<file path="src/rtl/light_serial_tx.sv">
// light_serial_tx: FIFO-buffered serial pattern transmitter (start, 8 data bits LSB first, stop).
// Define LIGHT_TX_PARITY_EN to insert an even-parity bit between the data bits and the stop bit.
module light_serial_tx #(
    parameter int DIV   = 4,
    parameter int DEPTH = 4
) (
    input  logic                   clk,
    input  logic                   arst,
    input  logic                   wr_en,
    input  logic [7:0]             pdata,
    output logic                   full,
    output logic [$clog2(DEPTH):0] count,
    output logic                   dout,
    output logic                   busy,
    output logic                   done
);

    localparam int          AW       = $clog2(DEPTH);
    localparam int          DIV_M1   = DIV - 1;
    localparam logic [7:0]  CNT_MAX  = DIV_M1[7:0];
    localparam logic [AW:0] FULL_LVL = DEPTH[AW:0];
    localparam logic [AW:0] PTR_ONE  = 1;

    typedef enum logic [2:0] {
        IDLE   = 3'd0,
        START  = 3'd1,
        DATA   = 3'd2,
        PARITY = 3'd3,
        STOP   = 3'd4
    } state_t;

    state_t      r_state;
    state_t      w_next_state;

    logic [7:0]  r_mem [DEPTH];
    logic [AW:0] r_wr_ptr;
    logic [AW:0] r_rd_ptr;
    logic [AW:0] w_count;
    logic [7:0]  w_head;
    logic        w_nonempty;
    logic        w_full;
    logic        w_wr;
    logic        w_pop;

    logic [7:0]  r_cnt;
    logic [2:0]  r_bit_idx;
    logic        w_tick;
    logic [7:0]  r_shift;
    logic        r_dout;
    logic        r_done;

    // Write handshake: wr_en is the request and full is the inverse of ready; a byte is
    // taken on any rising edge with wr_en=1 and full=0, and is simply dropped otherwise.
    assign w_count    = r_wr_ptr - r_rd_ptr;
    assign w_nonempty = (r_wr_ptr != r_rd_ptr);
    assign w_full     = (w_count == FULL_LVL);
    assign w_wr       = wr_en && !w_full;
    assign w_head     = r_mem[r_rd_ptr[AW-1:0]];
    assign w_tick     = (r_cnt == CNT_MAX);

    // Pop exactly on the edges where the FSM enters START.
    assign w_pop = w_nonempty && ((r_state == IDLE) || ((r_state == STOP) && w_tick));

    always_ff @(posedge clk) begin
        if (w_wr) begin
            r_mem[r_wr_ptr[AW-1:0]] <= pdata;
        end
    end

    always_ff @(posedge clk or negedge arst) begin
        if (!arst) begin
            r_wr_ptr <= '0;
            r_rd_ptr <= '0;
        end else begin
            if (w_wr) begin
                r_wr_ptr <= r_wr_ptr + PTR_ONE;
            end
            if (w_pop) begin
                r_rd_ptr <= r_rd_ptr + PTR_ONE;
            end
        end
    end

    always_ff @(posedge clk or negedge arst) begin
        if (!arst) begin
            r_state <= IDLE;
        end else begin
            r_state <= w_next_state;
        end
    end

    always_comb begin
        w_next_state = r_state;
        case (r_state)
            IDLE: begin
                if (w_nonempty) begin
                    w_next_state = START;
                end
            end
            START: begin
                if (w_tick) begin
                    w_next_state = DATA;
                end
            end
            DATA: begin
                if (w_tick && (r_bit_idx == 3'd7)) begin
`ifdef LIGHT_TX_PARITY_EN
                    w_next_state = PARITY;
`else
                    w_next_state = STOP;
`endif
                end
            end
`ifdef LIGHT_TX_PARITY_EN
            PARITY: begin
                if (w_tick) begin
                    w_next_state = STOP;
                end
            end
`endif
            STOP: begin
                if (w_tick) begin
                    w_next_state = w_nonempty ? START : IDLE;
                end
            end
            default: begin
                w_next_state = IDLE;
            end
        endcase
    end

    // Bit-time counter restarts at every state boundary, so each state lasts DIV clocks.
    always_ff @(posedge clk or negedge arst) begin
        if (!arst) begin
            r_cnt     <= '0;
            r_bit_idx <= '0;
        end else begin
            if ((r_state == IDLE) || w_tick) begin
                r_cnt <= '0;
            end else begin
                r_cnt <= r_cnt + 8'd1;
            end
            if ((r_state == DATA) && w_tick) begin
                r_bit_idx <= r_bit_idx + 3'd1;
            end
        end
    end

    always_ff @(posedge clk or negedge arst) begin
        if (!arst) begin
            r_shift <= '0;
        end else if (w_pop) begin
            r_shift <= w_head;
        end else if ((r_state == DATA) && w_tick) begin
            r_shift <= {1'b0, r_shift[7:1]};
        end
    end

`ifdef LIGHT_TX_PARITY_EN
    logic r_parity;

    always_ff @(posedge clk or negedge arst) begin
        if (!arst) begin
            r_parity <= 1'b0;
        end else if (w_pop) begin
            r_parity <= ^w_head;
        end
    end
`endif

    // Line and done are registered from the current state, so they trail the FSM by one clock.
    always_ff @(posedge clk or negedge arst) begin
        if (!arst) begin
            r_dout <= 1'b1;
            r_done <= 1'b0;
        end else begin
            r_done <= (r_state == STOP) && w_tick;
            case (r_state)
                IDLE:    r_dout <= 1'b1;
                START:   r_dout <= 1'b0;
                DATA:    r_dout <= r_shift[0];
`ifdef LIGHT_TX_PARITY_EN
                PARITY:  r_dout <= r_parity;
`endif
                STOP:    r_dout <= 1'b1;
                default: r_dout <= 1'b1;
            endcase
        end
    end

    assign dout  = r_dout;
    assign done  = r_done;
    assign busy  = (r_state != IDLE);
    assign full  = w_full;
    assign count = w_count;

endmodule

</file>
<file path="config.mk">
export PLATFORM = sky130hd
export DESIGN_NAME = light_serial_tx
export DESIGN_NICKNAME = d
export VERILOG_FILES = /design/src/rtl/light_serial_tx.sv
export SDC_FILE = /design/constraint.sdc
export NUM_CORES = 1
export LEC_CHECK = 0
export CORE_MARGIN = 2
export CORE_UTILIZATION = 62
export CTS_CLUSTER_DIAMETER = 150
export DETAILED_ROUTE_END_ITERATION = 8
export GPL_TIMING_DRIVEN = 0
export HOLD_SLACK_MARGIN = 0.15
export PLACE_DENSITY_LB_ADDON = 0.1
export SLEW_MARGIN = 20
export SYNTH_ARGS = -nofsm -noshare
export SYNTH_HDL_FRONTEND = slang
export SYNTH_SLANG_ARGS = --single-unit
</file>
<file path="constraint.sdc">
create_clock -name clk -period 4.8 [get_ports clk]
set_input_delay 0.72 -clock clk [delete_from_list [all_inputs] [get_ports clk]]
set_output_delay 0.72 -clock clk [all_outputs]
set_load 0.01 [all_outputs]
</file>
Word level (Yosys, flattened, before mapping)
Memories as Yosys holds them, arrays and structs flattened. Index checks and enable logic that the tools add are counted.

Memories kept: 1. Bits in writable memories: 32. Register bits after elaboration: 30. Bits of input ports: 11.

Multiplexer cells: 12. Add/sub/neg operators: 5. Reduce and logical (&&, ||, !) cells: 12. Eq/ne operators: 11.

Memories: r_mem (depth 4, bits a word 8, rd ports 1, clocked after Yosys merged registers in 0, wr ports 1, RTL line 35) `logic [7:0] r_mem [DEPTH];`.

Operators with widths (number): 2-to-1 mux 8 bit (3); 2-to-1 mux 3 bit (4); case mux 3 bit (4 select lines) (1); adder 3 x 1 -> 3 bit, second input constant (3); == test 3 bit, second input constant (3); adder 8 x 1 -> 8 bit, second input constant (1); == test 8 x 2 -> 1 bit, second input constant (1); != test 2 bit, second input constant (4); logical AND 1 bit (5); AND reduction 4 bit (1); == test 3 x 1 -> 1 bit, second input constant (1); == test 3 x 2 -> 1 bit, second input constant (1); zero test 3 bit (1); 2-to-1 mux 1 bit (3); != test 3 bit (1); nonzero test 3 bit (1); subtractor 3 bit (1); logical OR 1 bit (2); case mux 1 bit (2 select lines) (1); nonzero test 2 bit (1); zero test 1 bit (1).

Longest topological paths before layout
Depth in word-level cells: 6. Mapped depth: 7. Gate-level depth less buffers: 7.

Least setup slack after synthesis
No wires, ideal clock.

Path type: flip-flop to output port. Start point: reg r_wr_ptr[0]. End point: out full. Path slack: 2.516 ns. Stages on the path, launching flop included: 7. Arrival time: 1.564 ns. Path through: dfrtp_1 -> inv_1 -> ha_1 -> fa_1 -> xor3_1 -> nand3_1 -> inv_1.

Word-level cells in the longest chain between the ends: 2.

Ends and longest elaborated chain: from (decl) (RTL line 36) `logic [AW:0] r_wr_ptr;`; from (signal assigned) (RTL line 76) `r_wr_ptr <= r_wr_ptr + PTR_ONE;`; subtractor 3 bit (RTL line 54) `assign w_count = r_wr_ptr - r_rd_ptr;`; named net count[2] (RTL line 12) `output logic [$clog2(DEPTH):0] count,`; == test 3 bit (RTL line 56) `assign w_full = (w_count == FULL_LVL);`; to (decl) (RTL line 11) `output logic full,`.

The timed path passes the listed nets, and every way through them passes these cells.

Final worst setup path
Start point: reg r_wr_ptr[0]. End point: out full.

Word-level cells in the longest chain between the ends: 2.

Ends and longest elaborated chain (RTL line): subtractor 3 bit (54); == test 3 bit (56).

Every way passes these cells.

==> metrics <==
Longest Clk Path Bufs=2; Post-Synthesis Net Count=196; DIE AREA=4991 µm²; first-pass GRT wire length=7.562 mm; Placer Congestion=approximately 0.71; crit-path max cell delay=approximately 0.53 ns; Synth Flop Type=edfxtp_1; final setup fails=0; Clock Sinks=between 60 and 70; area of the multi-input gates=about 980 µm²; hold_buf cts=0; Die Wd=~70 µm; Post-synth EDFFs=32; htree depth=3; Via density=~5.7; clk root buf=clkbuf_8; clock skew=roughly 0.0057 ns; Synth Register Bits=slightly above 60; Setup TNS=0 ns; Mapped Cells=about 170; FMAX=0.3135 GHz; Ant. Diodes=0; crit-path cells=inv_1 -> ha_1 -> fa_1 -> xor3_1 -> nand3_1 -> inv_1 -> clkdlybuf4s50_1; core box area=between 4000 and 5000 µm²; HP Class=input pin to asynchronous set/reset pin; Final min period=3.190 ns; CTS tree=yes; critical path's top delay family=buffers and inverters; port buffer count=17; Yosys warnings=0; ys async rst share=just under 50%; initial antenna violation count=0; GRT overflow=0; share of layout cells above drive strength 1=between 20% and 30%; Final ANT Viol Nets=0; synth unique cells=36; largest net degree at the start of global routing=31; Final nets=224; type of origin of the critical path=register; Pre-antenna DRT Iters=4; Ports=18; Post-Synthesis Cell Area=~2800 µm²; Setup crit end kind=output pin; RSZ-0062 raised after global routing=no; CP required=about 4 ns; worst vdd ir=0.0004760 V; average size of a mapped cell=15.83 µm²; # fillers=between 200 and 300; vias in the first global route=roughly 1.5k; Critical-path top delay cell=clkdlybuf4s50_1; Slew Viols, Final=0; Tcrit/Tclk final=around two thirds; Rows=24; leakage power=roughly 0.0013 µW; post-cts resize count=0; WL final=between 4 and 5 mm; max_slew headroom=a little over 50%; setup slack, reg-to-reg=between 2 and 2.5 ns; wire per inst=between 15 and 20 µm; starting density of the core=a little under two thirds; FF-to-FF path depth=7; Tot GR Track Use=20.81%; Area Growth Syn to Fin=17.31%; worst-margin pin slew=~0.75 ns; initial drt markers=83; FF-to-FF End=r_rd_ptr[1]$_DFFE_PN0P_; Arr. time, crit path=around 2.5 ns; FF-to-FF Start=r_rd_ptr[1]$_DFFE_PN0P_; total CTS buffers=9; DRC viols=0; most frequent CP cell=inv_1; Final Hold Fails=0; Clock Latency Late Sink=roughly 0.33 ns; Detail Placement HPWL=slightly above 3 mm; Setup CP Type=register to output pin; max cap viols=0; post-CTS setup buffer count=0; crit path buf inv count=3; Reg area=1713 µm²; Pwr Total=about 2200 µW; critical path fanouts, max=6; status=complete, no violations; Vias=~1.5k; pwr dens=around 670 nW/µm²; CTS clk-pin slew, worst paths=~0.070 ns; Die Y=around 71 µm; sequential fraction of the synthesis area=about 62%
cell usage after synthesis (2+ instances only):
cell / instances / area [µm²]
edfxtp_1: 32 / 960.9
dfrtp_1: 29 / 725.7
mux2_2: 12 / 135.1
ha_1: 10 / 125.1
inv_1: 8 / 30.03
mux4_2: 8 / 180.2
nand3_1: 8 / 40.04
and3_1: 7 / 43.79
xnor2_1: 7 / 61.31
nand2_1: 6 / 22.52
nor2_1: 6 / 22.52
xor2_1: 5 / 43.79
mux2_4: 4 / 60.06
and2_1: 3 / 18.77
clkbuf_1: 3 / 11.26
nand4_1: 3 / 18.77
a21oi_1: 2 / 10.01
nor2b_1: 2 / 12.51
o21ai_0: 2 / 10.01
area by class of cell:
cell class                 count  area share, %
buffer                         5         0.9295
clock buffer                   9          3.834
clock inverter                 7          3.796
inverter                       8         0.9295
multi-input combinational     99          30.36
sequential                    62          53.02
tap                           52          2.014
timing repair buffer          17          5.112
metrics by stage:
stage	utilization, %	cell area (µm²)	hold WS (ns)	setup slack [ns]	instances
after detailed placement	69.01	2984	0.4755	1.945	243
final	74.71	3231	0.4098	1.610	259
after CTS	74.71	3231	0.4171	1.571	259
after global routing	74.71	3231	0.4532	1.485	259
after global placement	69.13	2989	0.4686	2.039	243
after floorplan	-	2754	0.4244	2.516	174
sequential cells by signal, summed over array words and instances (netlist names):
register   cells
dout           1
r_cnt          8
r_mem         32
r_bit_idx      3
r_shift        8
r_state        3
done           1
r_rd_ptr       3
r_wr_ptr       3
power by group:
group	internal, µW	total (µW)	switching (µW)	leakage, µW
Clock	346	553	207	0.000116
Combinational	409	782	373	0.000548
Sequential	735	830	95.1	0.000670
Total	1490	2170	676	0.00133
cell families (layout without fill, tap and decap cells):
family | Yosys count | after routing | synth area share, %
AOI/OAI and AO/OA | 9 | 9 | 2.499
xor gates and xnor gates | 13 | 13 | 4.680
adders and majority gates | 11 | 11 | 5.270
buffers and inverters | 13 | 46 | 2.181
DFF | 62 | 62 | 62.20
muxes | 24 | 24 | 13.63
and+or+nand+nor | 42 | 42 | 9.541
layout by cell type (no fill, tap or decap), types with 2 or more instances in the layout:
cell type / synthesis / final
dfrtp_1: 29 / 29
clkbuf_8: 0 / 9
ha_1: 10 / 10
nand3_1: 8 / 8
nor2b_1: 2 / 2
bufinv_16: 0 / 3
clkinv_4: 0 / 2
and2_1: 3 / 3
xnor2_1: 7 / 7
mux2_2: 12 / 12
o21ai_0: 2 / 2
mux4_2: 8 / 8
mux2_4: 4 / 4
clkinvlp_4: 0 / 2
nand2_1: 6 / 6
clkdlybuf4s50_1: 0 / 16
clkbuf_1: 3 / 3
edfxtp_1: 32 / 32
xor2_1: 5 / 5
a21oi_1: 2 / 2
nor2_1: 6 / 6
nand4_1: 3 / 3
and3_1: 7 / 7
inv_1: 8 / 8
how the worst max path moves through the flow:
stage	endpoint	start	depth (start not counted)	slack, ns
floorplan	full	r_wr_ptr[0]$_DFFE_PN0P_	6	2.52
global placement	full	r_wr_ptr[0]$_DFFE_PN0P_	7	2.04
detailed placement	full	r_wr_ptr[0]$_DFFE_PN0P_	7	1.95
CTS	full	r_wr_ptr[0]$_DFFE_PN0P_	7	1.57
global route	full	r_wr_ptr[0]$_DFFE_PN0P_	7	1.49
finish	full	r_wr_ptr[0]$_DFFE_PN0P_	7	1.61
worst reg2reg max path, cell delays in order, from the launching register on:
cell      delay [ns]
dfrtp_1         0.40
clkbuf_1        0.47
inv_1           0.10
ha_1            0.33
a311oi_1        0.40
and2_1          0.19
buf_4           0.18
mux2_2          0.36
routing by layer:
layer,up-vias,GRT usage (%),routed length (µm)
met3,10,5.271,125
li1,700,-,-
met4,0,11.32,115
met2,23,34.28,2240
met5,-,0,0
met1,739,25.48,1996
Power figures use the tool's default switching activity.
